### config.mk
export PLATFORM = sky130hd
export DESIGN_NAME = clk_div_monitor_flat
export DESIGN_NICKNAME = d
export VERILOG_FILES = /design/src/rtl/clk_div_monitor_if.sv /design/src/rtl/clk_div_monitor.sv /design/src/flat_wrapper.sv
export SDC_FILE = /design/constraint.sdc
export NUM_CORES = 1
export LEC_CHECK = 0
export ABC_AREA = 1
export CAP_MARGIN = 20
export CORE_MARGIN = 2
export CORE_UTILIZATION = 56
export DETAILED_ROUTE_END_ITERATION = 6
export PLACE_DENSITY_LB_ADDON = 0.2
export SYNTH_ARGS = -nofsm -noshare
export SYNTH_HDL_FRONTEND = slang
export SYNTH_SLANG_ARGS = --single-unit
### constraint.sdc
create_clock -name clk -period 2.25 [get_ports clk]
set_input_delay 0.3375 -clock clk [delete_from_list [all_inputs] [get_ports clk]]
set_output_delay 0.3375 -clock clk [all_outputs]
set_load 0.1 [all_outputs]
### src/rtl/clk_div_monitor_if.sv
// clk_div_monitor_if: monitored divided clock, control pulses and monitor results
interface clk_div_monitor_if #(
  parameter int CW  = 16,
  parameter int ECW = 8
);
  logic           clk_div_in;
  logic           enable;
  logic           err_clr;
  logic           rise_tick;
  logic           fall_tick;
  logic           period_valid;
  logic           locked;
  logic           err;
  logic [CW-1:0]  half_period;
  logic [ECW-1:0] err_count;
  modport master (
    output clk_div_in, enable, err_clr,
    input  rise_tick, fall_tick, period_valid, locked, err, half_period, err_count
  );
  modport slave (
    input  clk_div_in, enable, err_clr,
    output rise_tick, fall_tick, period_valid, locked, err, half_period, err_count
  );
endinterface

### src/rtl/clk_div_monitor.sv
// clk_div_monitor: edge ticks, half-period measurement, lock and error tracking for a divided clock
module clk_div_monitor #(
  parameter int DIV      = 6,
  parameter int TOL      = 0,
  parameter int LOCK_CNT = 4,
  parameter int CW       = 16,
  parameter int ECW      = 8
) (
  input logic               clk,
  input logic               reset,
  clk_div_monitor_if.slave  bus
);
  localparam int GW = $clog2(LOCK_CNT + 1);
  // A half-period one cycle over the window still arrives as a (bad) measurement;
  // only a stall beyond that is treated as a missing edge.
  localparam int TO = DIV + TOL + 2;
  typedef enum logic [1:0] {IDLE, ARM, MEAS, LOCKED} state_t;
  state_t         state_q, state_d;
  logic           s1_q, s2_q, prev_q;
  logic [CW-1:0]  hcnt_q, hcnt_d, half_period_q, half_period_d;
  logic [GW-1:0]  good_q, good_d;
  logic [ECW-1:0] err_count_q, err_count_d;
  logic           rise_q, rise_d, fall_q, fall_d, pv_q, pv_d;
  logic           locked_q, locked_d, err_q, err_d;
  logic           edge_w, active, in_win, err_ev;
  // next-state: edge detect, half-period counter, lock FSM and error bookkeeping
  always_comb begin
    edge_w        = s2_q ^ prev_q;
    active        = state_q == MEAS || state_q == LOCKED;
    in_win        = hcnt_q >= CW'(DIV - TOL) && hcnt_q <= CW'(DIV + TOL);
    err_ev        = bus.enable && active && (edge_w ? !in_win : hcnt_q == CW'(TO));
    rise_d        = s2_q & ~prev_q;
    fall_d        = ~s2_q & prev_q;
    state_d       = state_q;
    hcnt_d        = edge_w ? CW'(1) : (hcnt_q == '1 ? hcnt_q : hcnt_q + CW'(1));
    good_d        = good_q;
    locked_d      = locked_q;
    pv_d          = 1'b0;
    half_period_d = half_period_q;
    if (!bus.enable) begin
      state_d  = IDLE;
      hcnt_d   = '0;
      good_d   = '0;
      locked_d = 1'b0;
    end else if (state_q == IDLE) begin
      state_d = ARM;
      hcnt_d  = '0;
    end else if (state_q == ARM) begin
      state_d = edge_w ? MEAS : ARM;
    end else if (edge_w) begin
      pv_d          = 1'b1;
      half_period_d = hcnt_q;
      if (in_win) begin
        good_d = (good_q >= GW'(LOCK_CNT - 1)) ? GW'(LOCK_CNT) : good_q + GW'(1);
        if (good_q >= GW'(LOCK_CNT - 1)) begin
          locked_d = 1'b1;
          state_d  = LOCKED;
        end
      end else begin
        good_d   = '0;
        locked_d = 1'b0;
        state_d  = MEAS;
      end
    end else if (hcnt_q == CW'(TO)) begin
      good_d   = '0;
      locked_d = 1'b0;
      state_d  = ARM;
    end
    err_d       = err_ev ? 1'b1 : (bus.err_clr ? 1'b0 : err_q);
    err_count_d = err_ev ? (err_count_q == '1 ? err_count_q : err_count_q + ECW'(1))
                         : (bus.err_clr ? '0 : err_count_q);
  end
  // state and registered outputs, cleared asynchronously
  always_ff @(posedge clk or posedge reset) begin
    if (reset) begin
      state_q       <= IDLE;
      s1_q          <= 1'b0;
      s2_q          <= 1'b0;
      prev_q        <= 1'b0;
      hcnt_q        <= '0;
      good_q        <= '0;
      half_period_q <= '0;
      err_count_q   <= '0;
      rise_q        <= 1'b0;
      fall_q        <= 1'b0;
      pv_q          <= 1'b0;
      locked_q      <= 1'b0;
      err_q         <= 1'b0;
    end else begin
      state_q       <= state_d;
      s1_q          <= bus.clk_div_in;
      s2_q          <= s1_q;
      prev_q        <= s2_q;
      hcnt_q        <= hcnt_d;
      good_q        <= good_d;
      half_period_q <= half_period_d;
      err_count_q   <= err_count_d;
      rise_q        <= rise_d;
      fall_q        <= fall_d;
      pv_q          <= pv_d;
      locked_q      <= locked_d;
      err_q         <= err_d;
    end
  end
  assign bus.rise_tick    = rise_q;
  assign bus.fall_tick    = fall_q;
  assign bus.period_valid = pv_q;
  assign bus.locked       = locked_q;
  assign bus.err          = err_q;
  assign bus.err_count    = err_count_q;
  assign bus.half_period  = half_period_q;
endmodule

### src/flat_wrapper.sv
// flat-port wrapper written by rule: the top's interface ports become plain ports
module clk_div_monitor_flat 
#(
  parameter int DIV      = 6,
  parameter int TOL      = 0,
  parameter int LOCK_CNT = 4,
  parameter int CW       = 16,
  parameter int ECW      = 8
)
  (clk, reset, bus_clk_div_in, bus_enable, bus_err_clr, bus_rise_tick, bus_fall_tick, bus_period_valid, bus_locked, bus_err, bus_half_period, bus_err_count);
  clk_div_monitor_if #(.CW(CW), .ECW(ECW)) bus_i ();
  input logic clk;
  input logic reset;
  input wire logic [$bits(bus_i.clk_div_in)-1:0] bus_clk_div_in;
  input wire logic [$bits(bus_i.enable)-1:0] bus_enable;
  input wire logic [$bits(bus_i.err_clr)-1:0] bus_err_clr;
  output wire logic [$bits(bus_i.rise_tick)-1:0] bus_rise_tick;
  output wire logic [$bits(bus_i.fall_tick)-1:0] bus_fall_tick;
  output wire logic [$bits(bus_i.period_valid)-1:0] bus_period_valid;
  output wire logic [$bits(bus_i.locked)-1:0] bus_locked;
  output wire logic [$bits(bus_i.err)-1:0] bus_err;
  output wire logic [$bits(bus_i.half_period)-1:0] bus_half_period;
  output wire logic [$bits(bus_i.err_count)-1:0] bus_err_count;
  assign bus_i.clk_div_in = bus_clk_div_in;
  assign bus_i.enable = bus_enable;
  assign bus_i.err_clr = bus_err_clr;
  assign bus_rise_tick = bus_i.rise_tick;
  assign bus_fall_tick = bus_i.fall_tick;
  assign bus_period_valid = bus_i.period_valid;
  assign bus_locked = bus_i.locked;
  assign bus_err = bus_i.err;
  assign bus_half_period = bus_i.half_period;
  assign bus_err_count = bus_i.err_count;
  clk_div_monitor #(.DIV(DIV), .TOL(TOL), .LOCK_CNT(LOCK_CNT), .CW(CW), .ECW(ECW)) u_core (.clk(clk), .reset(reset), .bus(bus_i));
endmodule
Word-level counts from Yosys, hierarchy flattened --
Index checks and enable logic that the tools add are counted. Widths: inputs -> output; s select.
Cells by class: magnitude comparators 3, muxes and demuxes 36, add/sub/neg operators 3, equal/unequal tests 14, reduce and logical (&&, ||, !) cells 12, bitwise logic cells 7
Operators with widths (count):
- $mux 16 | 4
- $mux 8 | 3
- $mux 3 | 7
- $add 16x1->16 const B | 1
- $eq 16x16->1 const B | 1
- $eq 16x4->1 const B | 1
- $ge 16x3->1 const B | 1
- $le 16x3->1 const B | 1
- $mux 2 | 8
- $mux 1 | 14
- $add 8x1->8 const B | 1
- $eq 8x8->1 const B | 1
- $reduce_and 4->1 | 2
- $ne 2x2->1 const B | 3
- $ne 6x6->1 const B | 1
- $ne 5x1->1 const B | 1
- $eq 2x2->1 const B | 2
- $ne 4x3->1 const B | 1
- $ne 4x4->1 const B | 1
- $not 1->1 | 4
- $reduce_and 2->1 | 2
- $add 3x1->3 const B | 1
- $ge 3x2->1 const B | 1
- $logic_and 1x1->1 | 3
- other kinds (9) | 10
Word-level totals: flip-flop bits (word level) 53, logic and storage cells 88, output and inout port bits 29, bits of input ports 5

Longest topological paths before layout --
word-level depth 7, gate-level depth with buffers 11, gate-level depth less buffers 11

Least setup slack after synthesis --
Ideal clock, no wire load.
path kind register -> register, start point register u_core.err_count_q[0] (netlist: u_core.bus.err_count[0]), end point register u_core.err_count_q[3] (netlist: u_core.bus.err_count[3]), library setup time 121 ps, stages on the path, launching flop included 9, path buffers 0, period minus slack after synthesis 2212 ps, setup slack 38 ps, arrival 2091 ps, data required time 2129 ps, cells stage by stage dfrtp_1 > ha_1 > nand3_1 > nor2_1 > nand3_1 > inv_1 > nand4_1 > nand3_1 > nand2_1
Between the ends: word-level cells in the longest chain between the ends 3, elaborated cells on any way between the ends 6, classes of those cells add/sub: 1; eq/ne: 2; mux: 2; reduce/logical: 1
Ends and longest elaborated chain:
- from (decl) | RTL line clk_div_monitor.sv:22 | logic [ECW-1:0] err_count_q, err_count_d;
- from (signal assigned) | RTL line clk_div_monitor.sv:97 | err_count_q <= err_count_d;
- $add 8x1->8 or $eq 8x8->1 (tied branches) | RTL line clk_div_monitor.sv:70 | err_count_d = err_ev ? (err_count_q == '1 ? err_count_q : err_count_q + ECW'(1))
- $mux 8 or $ne 2x2->1 (tied branches)
- $mux 8 or $reduce_and 2->1 (tied branches)
Several ways; a longest one is shown, not always the timed one. The select of a mux whose other input is x is not followed. A chain may end at the register's enable or synchronous reset.

Worst setup path in the final report --
start point register u_core.s2_q, end point register u_core.err_count_q[3] (netlist: u_core.bus.err_count[3])
Between the ends: word-level cells in the longest chain between the ends 5, elaborated cells on any way between the ends 7, classes of those cells eq/ne: 1; mux: 2; bitwise: 1; reduce/logical: 3
Ends and longest elaborated chain:
- from (decl) | RTL line clk_div_monitor.sv:19 | logic s1_q, s2_q, prev_q;
- from (signal assigned) | RTL line clk_div_monitor.sv:92 | s2_q <= s1_q;
- $xor 1x1->1 (*) | RTL line clk_div_monitor.sv:28 | edge_w = s2_q ^ prev_q;
- $mux 1 (*) | RTL line clk_div_monitor.sv:31 | err_ev = bus.enable && active && (edge_w ? !in_win : hcnt_q == CW'(TO));
- $logic_and 1x1->1 (*) | RTL line clk_div_monitor.sv:31
- $ne 2x2->1 (no line) or $reduce_bool 2->1 (tied branches)
- $reduce_and 2->1 (no line)
Mark *: on every way between the ends. The rest lies on a longest branch, timed or not.

==> impl_metrics.csv <==
group,metric,value,unit
status,status,"finished, final reports clean",
synthesis,yosys_warnings,0,
setup_path,cp_max_fo,9,
global_routing,grt_first_pass_wirelength,9625,um
timing,worst_hold_slack,0.3852,ns
detailed_routing,wl_per_cell,13.00,um
timing,slew_viol_final,0,
timing,setup_viol,0,
floorplan,io-pin-count,34,
floorplan,floorplan.die_area,5657,sq um
global_routing,grt_overflow,0,
global_routing,grt_pass1_vias,2131,
timing,clock-skew-final,0.005365,ns
cts,clock-sinks,53,
cts,postCtsSetupRepairBufs,0,
detailed_routing,via_count,2335,
timing,setup-tns-final,0,ns
timing,setup_ws,0.3270,ns
placement,dp.cells,440,
detailed_routing,wl,5812,um
synthesis,ys_ff_latch,53,
synthesis,postSynthCellCount,343,
cells_and_area,drive_gt1_share,17.89,%
timing,rsz0062_at_grt,"no",
setup_path,crit_type,"reg -> reg",
detailed_routing,dr.pass1.iters,4,
setup_path,max_stage_delay,0.55,ns
cts,post_cts_resized,0,
hold_path,min_from,"u_core.s1_q",
cts,cts_made_buffers,5,
placement,dpl.hpwl,4266,um
floorplan,die_h,75.22,um
pwr,sequentialPowerShare,56.1,%
setup_path,critPathMostFrequentCell,"nand3_4",
floorplan,rows,25,
cts,clk_latency,0.30,ns
timing,period_needed,1.923,ns
setup_path,cp-startpoint,"u_core.s2_q",
timing,tightest_slew,0.4226,ns
timing,min_period_over_period,85.47,%
cells_and_area,area_delta_synth_final,15.15,%
detailed_routing,antenna_left,0,
placement,routabilityCongestion,0.8959,
timing,fmax,520.0,MHz
timing,maxSlewHeadroom,71.83,%
cts,clockBufferDepth,2,
detailed_routing,drcViolationCount,0,
pwr,p_per_area,538.6,nW/um^2
cells_and_area,finalNetCount,393,
setup_path,required,2.49,ns
pwr,p_sw_share,27.77,%
pwr,irDropWorstVdd,0.0003811,V
synthesis,yosysUniqueCellTypes,36,
pwr,p_sw,0.0004892,W
setup_path,path_cells,"ha_1 -> inv_1 -> nand3_4 -> nand3_4 -> nand2_4 -> nand3_1 -> nand2_1",
setup_path,arrival,2.16,ns
hold_path,min_path_type,"reg -> reg",
setup_path,slowest_stage,"ha_1",
detailed_routing,via_per_inst,5.224,
global_routing,grtUsageTotal,22.47,%
cts,tritoncts,"yes",
job,cap_viol_max_count,0,
synthesis,synth.avg_cell_area,8.281,sq um
synthesis,ys_seq_area_share,46.70,%
setup_path,startpoint_type,"flip-flop",
global_routing,grt_max_degree,54,
global_routing,antenna_found_initial,0,
cts,htree_levels,2,
detailed_routing,drt_first_iter_violations,119,
cts,hold_buffers,0,
floorplan,start_util,58.96,%
synthesis,syn_area,2840,sq um
pwr,clkPwrFrac,30.1,%
timing,hold_viol,0,
cells_and_area,diodes,0,
setup_path,critPathTopFamily,"simple AND/OR/NAND/NOR gates",
pwr,p_int,0.001272,W
cells_and_area,post-route-util,67.90,%
setup_path,crit_buf_inv,1,
placement,portBuffers,33,
cells_and_area,fin_cells,447,
cts,clk_pin_slew,0.09,ns
cts,ctsRootBufferMaster,"clkbuf_8",
setup_path,r2r-start,"u_core.s2_q",
placement,pre_cts_ws,0.3614,ns
pwr,leakage,1.657,nW
synthesis,syn_nets,356,
floorplan,die_w,75.22,um
floorplan,core-area,4817,sq um
setup_path,cp-end-kind,"flip-flop",
pwr,power_frac_comb,13.8,%
[metal layers]
layer	vias up	GRT usage (%)	wire (um)	part of all wire, %
met2	53	35.87	2745	47
met1	1090	31.17	2738	47
met3	4	5.087	281	4.8
met5	-	0	0	0
li1	1188	-	-	-
met4	0	6.043	46	0.79
[cells in the final DEF, fill, tap and decap left out, types with 5 or more instances in the layout]
cell / instances
nand2_2: 5
o21ai_0: 13
dfrtp_1: 53
nand3_1: 39
o21ai_1: 11
nand2_1: 86
buf_4: 30
nor2_2: 7
ha_1: 8
inv_2: 6
clkbuf_8: 6
nand4_1: 7
inv_1: 37
xor2_1: 6
nor2_1: 27
[power by group through the flow]
stage	Combinational [W]	Sequential, W	Clock [W]
2_1_floorplan	0.0000976	0.00109	0
3_3_place_gp	0.000242	0.00101	0
3_5_place_dp	0.000245	0.00101	0
4_1_cts	0.000246	0.000988	0.000546
5_1_grt	0.000264	0.000992	0.000585
6_report	0.000244	0.000988	0.000530
[worst paths after layout]
kind / endpoint / slack [ns] / depth (start not counted)
hold / removal: u_core.s2_q / 0.39 / 0
hold reg to reg: u_core.s2_q / 0.39 / 0
setup / recovery: u_core.bus.err_count[3] / 0.33 / 7
min in group asynchronous: u_core.bus.rise_tick / 0.41 / 3
max in group asynchronous: u_core.hcnt_q[2] / 1.61 / 3
setup reg to reg: u_core.bus.err_count[3] / 0.33 / 7
[worst reg2reg max path, cell delays in order (launching register included)]
cell	delay [ns]
dfrtp_1	0.40
ha_1	0.55
inv_1	0.25
nand3_4	0.19
nand3_4	0.14
nand2_4	0.13
nand3_1	0.10
nand2_1	0.09
[cell type report]
cell class	instances	area, sq um
Fill cell	418	1546
Multi-Input combinational cell	242	1328
Sequential cell	53	1326
Timing Repair Buffer	35	285.3
Inverter	43	161.4
Clock buffer	7	86.33
Tap cell	67	83.83
[state kept, by name (all words and copies together) (netlist names), 2 cells and up]
signal                  flops
u_core.state_q              2
u_core.good_q               3
u_core.bus.err_count        8
u_core.bus.half_period     16
u_core.hcnt_q              16
[cells by family after synthesis]
logic type / after synthesis / share of synthesized area (%)
buffers and inverters: 48 / 6.564
adders and majority gates: 8 / 3.524
and+or+nand+nor: 192 / 34.23
xor gates and xnor gates: 6 / 1.850
DFF: 53 / 46.70
AOI/OAI and AO/OA: 36 / 7.137
[synth_stat cells (all sizes together)]
master	number	area, sq um
a21boi	1	7.510
a21oi	3	18.77
a31oi	4	25.02
and2	1	6.260
buf	3	17.52
clkbuf	2	7.510
dfrtp	53	1326
ha	8	100.1
inv	43	161.4
nand2	95	407.9
nand3	42	240.2
nand3b	4	30.03
nand4	8	65.06
nor2	36	185.2
nor3	4	25.02
nor4	1	6.260
o2111ai	1	8.760
o21ai	24	120.1
o21bai	1	7.510
o22ai	1	6.260
o311ai	1	8.760
or2	1	6.260
xor2	6	52.55
[through the flow]
stage          cell area [sq um]  power, W
3_3_place_gp                3184  0.001249
5_1_grt                     3271  0.001840
2_1_floorplan               2840  0.001191
6_report                    3271  0.001762
3_5_place_dp                3184  0.001252
4_1_cts                     3271  0.001780
Note: power is estimated with default switching activity, not from simulation.
